## config.mk

```make
export PLATFORM = sky130hd
export DESIGN_NAME = pw_arbiter
export DESIGN_NICKNAME = d
export VERILOG_FILES = /design/src/rtl/pw_arbiter_pkg.sv /design/src/rtl/pw_arbiter_rr_pick.sv /design/src/rtl/pw_arbiter.sv
export SDC_FILE = /design/constraint.sdc
export NUM_CORES = 1
export LEC_CHECK = 0
export CAP_MARGIN = 20
export CORE_ASPECT_RATIO = 0.9
export CORE_UTILIZATION = 43
export DETAILED_ROUTE_END_ITERATION = 8
export PLACE_DENSITY_LB_ADDON = 0.15
export SYNTH_ARGS = -nofsm -noshare
export SYNTH_HDL_FRONTEND = slang
export SYNTH_SLANG_ARGS = --single-unit
```

## constraint.sdc

```tcl
create_clock -name clk -period 2.6 [get_ports clk]
set_input_delay 0.39 -clock clk [delete_from_list [all_inputs] [get_ports clk]]
set_output_delay 0.39 -clock clk [all_outputs]
set_load 0.1 [all_outputs]
```

## src/rtl/pw_arbiter_pkg.sv

```systemverilog
// Shared page-walk types: walker request/result records, requester IDs
// and the walk-slot arbiter state encoding.
package pw_arbiter_pkg;

    localparam int PW_PPN_W = 22;

    // Fixed requester slots on the shared walker port
    localparam int PW_RQ_IFETCH = 0;
    localparam int PW_RQ_LOAD   = 1;
    localparam int PW_RQ_STORE  = 2;

    typedef struct packed {
        logic [31:0]         addr;
        logic [PW_PPN_W-1:0] rootPPN;
    } PageWalk_Req;

    typedef struct packed {
        logic [19:0] ppn;
        logic [2:0]  rwx;
        logic        user;
        logic        isSuper;
        logic        pageFault;
        logic        accessFault;
    } PageWalk_Res;

    typedef enum logic [1:0] {
        IDLE  = 2'd0,
        ISSUE = 2'd1,
        WAIT  = 2'd2
    } PwArbState;

endpackage

```

## src/rtl/pw_arbiter_rr_pick.sv

```systemverilog
// Combinational round-robin select: first set request at or above ptr,
// wrapping modulo NUM_RQ. Reusable for any shared-port arbiter.
module pw_arbiter_rr_pick #(
    parameter int NUM_RQ = 3,
    parameter int ID_W   = 2
) (
    input  logic [NUM_RQ-1:0] req,
    input  logic [ID_W-1:0]   ptr,
    output logic [NUM_RQ-1:0] gnt,
    output logic [ID_W-1:0]   gnt_idx,
    output logic              gnt_any
);

    int slot;

    always_comb begin
        gnt     = '0;
        gnt_idx = '0;
        gnt_any = 1'b0;
        slot    = 0;
        for (int k = 0; k < NUM_RQ; k++) begin
            slot = int'(ptr) + k;
            if (slot >= NUM_RQ) slot = slot - NUM_RQ;
            if (!gnt_any && req[slot]) begin
                gnt[slot] = 1'b1;
                gnt_idx   = ID_W'(slot);
                gnt_any   = 1'b1;
            end
        end
    end

endmodule

```

## src/rtl/pw_arbiter.sv

```systemverilog
// Shares one page-table walker among NUM_RQ requesters: round-robin grant,
// latched request issue, and a one-cycle tagged result broadcast.
module pw_arbiter
    import pw_arbiter_pkg::*;
#(
    parameter int NUM_RQ = 3,
    parameter int ID_W   = 2,
    parameter int PPN_W  = 22
) (
    input  logic                    clk,
    input  logic                    rst,

    input  logic [NUM_RQ-1:0]       IN_reqValid,
    input  logic [NUM_RQ*32-1:0]    IN_reqAddr,
    input  logic [NUM_RQ*PPN_W-1:0] IN_reqRootPPN,

    output logic                    OUT_busy,
    output logic [ID_W-1:0]         OUT_busyRqID,

    output logic                    OUT_walkValid,
    output logic [31:0]             OUT_walkAddr,
    output logic [PPN_W-1:0]        OUT_walkRootPPN,
    input  logic                    IN_walkReady,

    input  logic                    IN_resValid,
    input  logic [19:0]             IN_resPPN,
    input  logic [2:0]              IN_resRWX,
    input  logic                    IN_resUser,
    input  logic                    IN_resIsSuper,
    input  logic                    IN_resPageFault,
    input  logic                    IN_resAccessFault,

    output logic                    OUT_resValid,
    output logic [19:0]             OUT_resPPN,
    output logic [2:0]              OUT_resRWX,
    output logic                    OUT_resUser,
    output logic                    OUT_resIsSuper,
    output logic                    OUT_resPageFault,
    output logic                    OUT_resAccessFault,
    output logic [ID_W-1:0]         OUT_resRqID
);

    if ((2 ** ID_W) < NUM_RQ) begin : g_bad_id_w
        $error("ID_W too narrow for NUM_RQ");
    end

    PwArbState          state_p0, state_nxt;
    logic [ID_W-1:0]    rr_ptr_p0;
    logic [ID_W-1:0]    rr_ptr_nxt;

    logic [NUM_RQ-1:0]  pick_gnt;
    logic [ID_W-1:0]    pick_idx;
    logic               pick_any;

    logic [31:0]        sel_addr;
    logic [PPN_W-1:0]   sel_ppn;

    logic [ID_W-1:0]    busy_id_p1;
    logic [31:0]        walk_addr_p1;
    logic [PPN_W-1:0]   walk_ppn_p1;

    PageWalk_Res        res_p2;
    logic [ID_W-1:0]    res_id_p2;
    logic               vld_p2;

    pw_arbiter_rr_pick #(
        .NUM_RQ (NUM_RQ),
        .ID_W   (ID_W)
    ) u_pick (
        .req     (IN_reqValid),
        .ptr     (rr_ptr_p0),
        .gnt     (pick_gnt),
        .gnt_idx (pick_idx),
        .gnt_any (pick_any)
    );

    // One-hot steering of the granted requester's fields
    always_comb begin
        sel_addr = '0;
        sel_ppn  = '0;
        for (int i = 0; i < NUM_RQ; i++) begin
            if (pick_gnt[i]) begin
                sel_addr = IN_reqAddr[32*i +: 32];
                sel_ppn  = IN_reqRootPPN[PPN_W*i +: PPN_W];
            end
        end
    end

    assign rr_ptr_nxt = (pick_idx == ID_W'(NUM_RQ - 1)) ? '0 : pick_idx + ID_W'(1);

    always_ff @(posedge clk) begin
        if (!rst) state_p0 <= IDLE;
        else      state_p0 <= state_nxt;
    end

    always_comb begin
        state_nxt = state_p0;
        case (state_p0)
            IDLE:    if (pick_any)     state_nxt = ISSUE;
            ISSUE:   if (IN_walkReady) state_nxt = WAIT;
            WAIT:    if (IN_resValid)  state_nxt = IDLE;
            default:                   state_nxt = IDLE;
        endcase
    end

    // p1: grant capture -- request fields frozen until the walker accepts
    always_ff @(posedge clk) begin
        if (!rst) begin
            rr_ptr_p0    <= '0;
            busy_id_p1   <= '0;
            walk_addr_p1 <= '0;
            walk_ppn_p1  <= '0;
        end else if (state_p0 == IDLE && pick_any) begin
            rr_ptr_p0    <= rr_ptr_nxt;
            busy_id_p1   <= pick_idx;
            walk_addr_p1 <= sel_addr;
            walk_ppn_p1  <= sel_ppn;
        end
    end

    // p2: result capture, strobed for exactly one cycle
    always_ff @(posedge clk) begin
        if (!rst) begin
            res_p2    <= '0;
            res_id_p2 <= '0;
            vld_p2    <= 1'b0;
        end else begin
            vld_p2 <= 1'b0;
            if (state_p0 == WAIT && IN_resValid) begin
                res_p2    <= {IN_resPPN, IN_resRWX, IN_resUser, IN_resIsSuper,
                              IN_resPageFault, IN_resAccessFault};
                res_id_p2 <= busy_id_p1;
                vld_p2    <= 1'b1;
            end
        end
    end

    assign OUT_busy        = (state_p0 != IDLE);
    assign OUT_busyRqID    = busy_id_p1;
    assign OUT_walkValid   = (state_p0 == ISSUE);
    assign OUT_walkAddr    = walk_addr_p1;
    assign OUT_walkRootPPN = walk_ppn_p1;

    assign OUT_resValid       = vld_p2;
    assign OUT_resPPN         = res_p2.ppn;
    assign OUT_resRWX         = res_p2.rwx;
    assign OUT_resUser        = res_p2.user;
    assign OUT_resIsSuper     = res_p2.isSuper;
    assign OUT_resPageFault   = res_p2.pageFault;
    assign OUT_resAccessFault = res_p2.accessFault;
    assign OUT_resRqID        = res_id_p2;

endmodule

```

### Yosys cells after proc, flatten, opt, wreduce, memory -nomap -nowiden

Cells that the tools add are included.

* register bits: 90
* bits in latches: 0
* RAM bits: 0
* ROM bits: 0
* word-level logic and storage cells: 87
* memories kept: 0

* add/sub/neg operators: 6
* multipliers: 0
* divide/modulo/power cells: 0
* $lt $le $gt $ge: 9
* equality and inequality tests: 6
* shifts and indexed selects: 0
* multiplexer cells: 39
* bitwise gates (word level): 2
* reductions and logical operators: 12

Operators by type and width (number)
* 2-to-1 mux 32 bit: 6
* >= comparator 32 x 1 -> 1 bit, second input constant: 3
* < comparator 32 x 4 -> 1 bit, second input constant: 3
* 2-to-1 mux 22 bit: 3
* >= comparator 32 x 3 -> 1 bit, second input constant: 2
* subtractor 32 x 3 -> 32 bit, second input constant: 2
* 2-to-1 mux 2 bit: 7
* 2-to-1 mux 1 bit: 13
* 2-to-1 mux 3 bit: 3
* logical AND 1 bit: 7
* binary-select mux 1 bit (select 2 bit): 3
* demux 1 bit (select 2 bit): 3
* bitwise OR 3 bit: 2
* one-hot mux 2 bit (3 select lines): 1
* == test 2 bit, second input constant: 2
* inequality test 2 bit, second input constant: 2
* adder 2 x 1 -> 3 bit, second input constant: 1
* adder 2 x 2 -> 3 bit, second input constant: 1
* AND reduction 3 bit: 1
* subtractor 2 x 2 -> 3 bit, second input constant: 1
* adder 2 x 1 -> 2 bit, second input constant: 1
* == test 2 x 1 -> 1 bit, second input constant: 1
* >= comparator 2 bit, second input constant: 1
* zero test 1 bit: 2
* 3 further kinds: 3

### Logic depth before layout (Yosys ltp)

* depth in word-level cells: 15
* gate-level depth with buffers: 11
* gate-level depth less buffers: 8

### Hierarchy

Synthesis repeated with hierarchy kept, for this count alone.

* cells, all modules: 584
* area, all modules: 4643.2 um^2

Modules (own cells, without submodules)
* pw_arbiter: instances 1, cells an instance 532, area an instance 4261.6 um^2
* pw_arbiter_rr_pick: instances 1, cells an instance 52, area an instance 381.6 um^2

### Worst setup path after synthesis

No wires, ideal clock.

* path kind: reg2reg
* start point: register rr_ptr_p0[0]
* end point: register walk_ppn_p1[11], in the netlist OUT_walkRootPPN[11]
* setup time: 0.132 ns
* data arrival time: 2.257 ns
* path slack: 0.211 ns
* cell stages (with the launch flop): 12
* buffers on the path: 3
* path through: dfxtp_1 > inv_1 > ha_1 > clkbuf_2 > inv_1 > o21ai_1 > o211ai_2 > buf_2 > clkbuf_1 > a22oi_1 > o31ai_1 > a21oi_1

* cells in the longest elaborated chain, start to end: 15

RTL lines
* start, declared: RTL line pw_arbiter.sv:48 `logic [ID_W-1:0] rr_ptr_p0;`
* start signal, assigned: RTL line pw_arbiter.sv:114 `rr_ptr_p0 <= rr_ptr_nxt;`
* parallel branches: the longest is 15 deep, another holds subtractor 32 x 3 -> 32 bit
* end signal, assigned: RTL line pw_arbiter.sv:117 `walk_ppn_p1 <= sel_ppn;`
* end, declared: RTL line pw_arbiter.sv:60 `logic [PPN_W-1:0] walk_ppn_p1;`

Several ways; the timed one is not identified. The select of a mux whose other input is x is not followed.
A chain may end at the register's enable or synchronous reset.

### Worst setup path in the final report

* start point: register rr_ptr_p0[0]
* end point: register walk_addr_p1[31], in the netlist OUT_walkAddr[31]

* cells in the longest elaborated chain, start to end: 15

RTL lines
* parallel branches: the longest is 15 deep, another holds subtractor 32 x 3 -> 32 bit
* end signal, assigned: RTL line pw_arbiter.sv:116 `walk_addr_p1 <= sel_addr;`
* end, declared: RTL line pw_arbiter.sv:59 `logic [31:0] walk_addr_p1;`

Several ways; the timed one is not identified. The select of a mux whose other input is x is not followed.

==> flow_metrics.env <==
export IMPL_status="finished, final reports clean"
export IMPL_finClkSkew_ns=0.01027
export IMPL_postRouteAntennaNets=0
export IMPL_drc=0
export IMPL_synthTopCellsByArea="dfxtp_1 (28%), o31ai_1 (13%), a21oi_1 (6.7%)"
export IMPL_drtIter0Drc=795
export IMPL_dieWidth_um=130.4
export IMPL_clkPwrFrac_pct=10.3
export IMPL_yosysSeqAreaShare_pct=28.25
export IMPL_p_seq_share_pct=16.0
export IMPL_synth_cell_types=47
export IMPL_dr_wl_met2_mm=11.40
export IMPL_drtPass1Iterations=6
export IMPL_critPathLaunchType="register"
export IMPL_worst_path_stages=8
export IMPL_clkSlewWorstSetupHoldPaths_ns=0.07
export IMPL_p_sw_mw=6.718
export IMPL_fin_area_mm2=0.009816
export IMPL_worstPathCellList="inv_1 > ha_1 > inv_1 > o31a_1 > a2bb2oi_4 > buf_12 > or4_1 > a21oi_1"
export IMPL_grt_overflow_total=0
export IMPL_regArea_mm2=0.001802
export IMPL_setup_slack_ns=0.1405
export IMPL_clock_latency_ns=0.35
export IMPL_fin_total_pwr_mw=12.17
export IMPL_p_per_area_mw_per_mm2=1240
export IMPL_routedWlPerCell_um=19.23
export IMPL_p_leak_nw=3.942
export IMPL_core_mm2=0.01426
export IMPL_relSlewSlack_pct=59.54
export IMPL_rows=41
export IMPL_grt_use_total_pct=31.46
export IMPL_synth_top_area_share_pct=28.25
export IMPL_min_to="OUT_resRWX[2]$_SDFFE_PN0P_"
export IMPL_worst_path_max_fanout=51
export IMPL_final_cells=1285
export IMPL_timing_fmax_mhz=406.6
export IMPL_gp_congestion=0.9045
export IMPL_worst_setup_path_end_kind="register"
export IMPL_timing_rr_start="rr_ptr_p0[0]$_SDFFE_PN0P_"
export IMPL_crit_family="compound AO/OA/AOI/OAI gates"
export IMPL_synth_warnings=0
export IMPL_n_antenna_cell=0
export IMPL_clk_path_buf_depth=2
export IMPL_netlist_instances=846
export IMPL_rsz0062_at_grt="yes"
export IMPL_floorplan_die_area_mm2=0.01533
export IMPL_area_growth_pct=53.88
export IMPL_p_int_mw=5.452
export IMPL_hold_viol_final=0
export IMPL_cp_arrival_ns=2.73
export IMPL_drive_gt1_share_pct=16.48
export IMPL_syn_area_mm2=0.006379
export IMPL_cts_tree="built"
export IMPL_worstSetupPathType="reg2reg"
export IMPL_place_ws_ns=-0.06754
export IMPL_start_util_pct=44.73
export IMPL_dpl_cell_area_mm2=0.009472
export IMPL_place_inst=1265
export IMPL_combPwrFrac_pct=73.7
export IMPL_grt_max_degree=80
export IMPL_avgSynthCellArea_um2=7.540
export IMPL_yosysTopAreaCell="dfxtp_1"
export IMPL_pin_count=284
export IMPL_die_y_um=117.5
export IMPL_final_max_slew_viol_count=0
export IMPL_switching_share_pct=55.20
export IMPL_reg2regPathDepth=8
export IMPL_crit_top_cell="inv_1"
export IMPL_dp_hpwl_mm=16.52
export IMPL_worst_slew_pin_slew_ns=0.6069
export IMPL_multiInputGateArea_mm2=0.004200
export IMPL_r2r_slack_ns=0.14
export IMPL_grt_first_pass_wirelength_mm=38.16
export IMPL_slowest_delay_ns=0.54
export IMPL_drv_cap=0
export IMPL_slowest_stage="or4_1"
export IMPL_finalCritPeriodShare_pct=94.60
export IMPL_period_minus_slack_ns=2.459
export IMPL_cts_sinks=90
export IMPL_wl_met3_mm=2.302
export IMPL_worstReg2RegEnd="OUT_walkAddr[31]$_SDFFE_PN0P_"
export IMPL_crit_buf_inv=3
export IMPL_wl_met1_mm=10.56
export IMPL_synthArstFlopShare_pct=0
export IMPL_nets=1287
export IMPL_ys_flop_type="dfxtp_1"
export IMPL_routed_top_layer="met4"
export IMPL_cts_buffers=9
export IMPL_setup_viol=0
export IMPL_syn_nets=1046
export IMPL_cts_root_buf="clkbuf_16"
export IMPL_grt_pass1_vias=7244
export IMPL_via_per_inst=6.038
export IMPL_min_from="OUT_resRWX[2]$_SDFFE_PN0P_"
export IMPL_io_buffer_count=283
export IMPL_hp_class="reg2reg"
export IMPL_ys_seq_elements=90
export IMPL_holdPathStages=2
export IMPL_fillers=1232
export IMPL_cts_max_level=3
export IMPL_tns_ns=0
export IMPL_wl_mm=24.71
export IMPL_ir_drop_mv=0.8697
export IMPL_via_count=7759
export IMPL_crit_required_ns=2.87
export IMPL_synth_edf_count=0
export IMPL_antenna_found_initial=0
cell usage after synthesis, types with 2 or more instances:
cell type and number:
o21ai_1 2, and3_1 54, o211ai_1 54, mux2i_1 2, ha_1 4, nand2b_1 59, buf_6 4, inv_1 6
a21oi_1 86, nand2_1 66, nand3_1 57, dfxtp_1 90, o21ai_0 2, nor2b_1 3, a22oi_1 54, buf_2 11
nor2_1 10, or4_1 54, o31ai_1 108, or2_2 2, a2bb2oi_2 2, clkbuf_1 91
layer usage:
metal  vias to the layer above  track usage (%)
li1                       3731                -
met1                      3588            42.36
met2                       405            50.23
met3                        35            6.682
met4                         0            8.764
met5                         -                0
cell families (layout without fill, tap and decap cells):
family / after synthesis / count (layout) / synth area share (%)
AO/OA/AOI/OAI: 320 / 320 / 34.74
adder cells (fa/ha/maj): 4 / 4 / 0.7847
buffers and inverters: 115 / 361 / 7.532
flip-flops: 90 / 90 / 28.25
multiplexers: 4 / 4 / 0.7257
AND/OR/NAND/NOR: 313 / 313 / 27.97
through the flow:
step / hold WS [ns] / utilization (%)
2_1_floorplan: 0.4891 / -
3_3_place_gp: 0.4426 / 66.42
3_5_place_dp: 0.4473 / 66.42
4_1_cts: 0.4563 / 68.34
5_1_grt: 0.4764 / 68.83
6_report: 0.4540 / 68.83
cells in the final DEF, fill, tap and decap left out, types with 3 or more instances in the layout:
| cell | n |
|---|---|
| clkdlybuf4s50_1 | 195 |
| buf_4 | 123 |
| o31ai_1 | 108 |
| dfxtp_1 | 90 |
| a21oi_1 | 86 |
| nand2_1 | 66 |
| nand2b_1 | 59 |
| nand3_1 | 57 |
| and3_1 | 54 |
| o211ai_1 | 54 |
| a22oi_1 | 54 |
| or4_1 | 54 |
| buf_12 | 18 |
| clkbuf_16 | 10 |
| nor2_1 | 8 |
| inv_1 | 6 |
| nor2b_1 | 3 |
power by group through the flow:
stage	Combinational (mW)	Clock (mW)	Sequential (mW)
6_report	8.97	1.26	1.94
2_1_floorplan	3.93	0	4.19
3_3_place_gp	8.71	0	1.95
5_1_grt	9.53	1.32	1.98
4_1_cts	8.81	1.27	1.94
3_5_place_dp	8.79	0	1.96
final cells by class:
type / count / area share, %
inverter: 7 / 0.2677
timing repair buffer: 338 / 33.33
multi-input combinational: 641 / 42.79
clock inverter: 4 / 0.2804
tap: 193 / 2.460
sequential: 90 / 18.36
clock buffer: 12 / 2.511
worst reg2reg max path, stage by stage (launching register included):
cell,delay (ns)
dfxtp_1,0.43
inv_1,0.10
ha_1,0.33
inv_1,0.22
o31a_1,0.26
a2bb2oi_4,0.11
buf_12,0.19
or4_1,0.57
a21oi_1,0.18
sequential cells by signal (all words and copies together), names as in the netlist:
register and count:
OUT_resIsSuper 1, OUT_resPageFault 1, OUT_resAccessFault 1, OUT_resRWX 3, OUT_walkAddr 32, OUT_resUser 1
OUT_walkRootPPN 22, state_p0 2, OUT_resRqID 2, OUT_resPPN 20, OUT_busyRqID 2, rr_ptr_p0 2
OUT_resValid 1
timing repair:
item	4_1_cts	5_1_grt
gates resized for setup	0	5
endpoints found under the setup margin	0	52
buffers inserted	0	3
hold buffers	0	0
worst max path at each step:
stage	to	startpoint
final	OUT_walkAddr[31]$_SDFFE_PN0P_	rr_ptr_p0[0]$_SDFFE_PN0P_
after global routing	OUT_walkAddr[25]$_SDFFE_PN0P_	rr_ptr_p0[0]$_SDFFE_PN0P_
after CTS	OUT_walkAddr[16]$_SDFFE_PN0P_	rr_ptr_p0[1]$_SDFFE_PN0P_
after detailed placement	OUT_walkAddr[16]$_SDFFE_PN0P_	IN_reqValid[1]
after global placement	OUT_walkRootPPN[17]$_SDFFE_PN0P_	IN_reqValid[1]
after floorplan	OUT_walkRootPPN[11]$_SDFFE_PN0P_	rr_ptr_p0[0]$_SDFFE_PN0P_
Power figures use the tool's default switching activity.
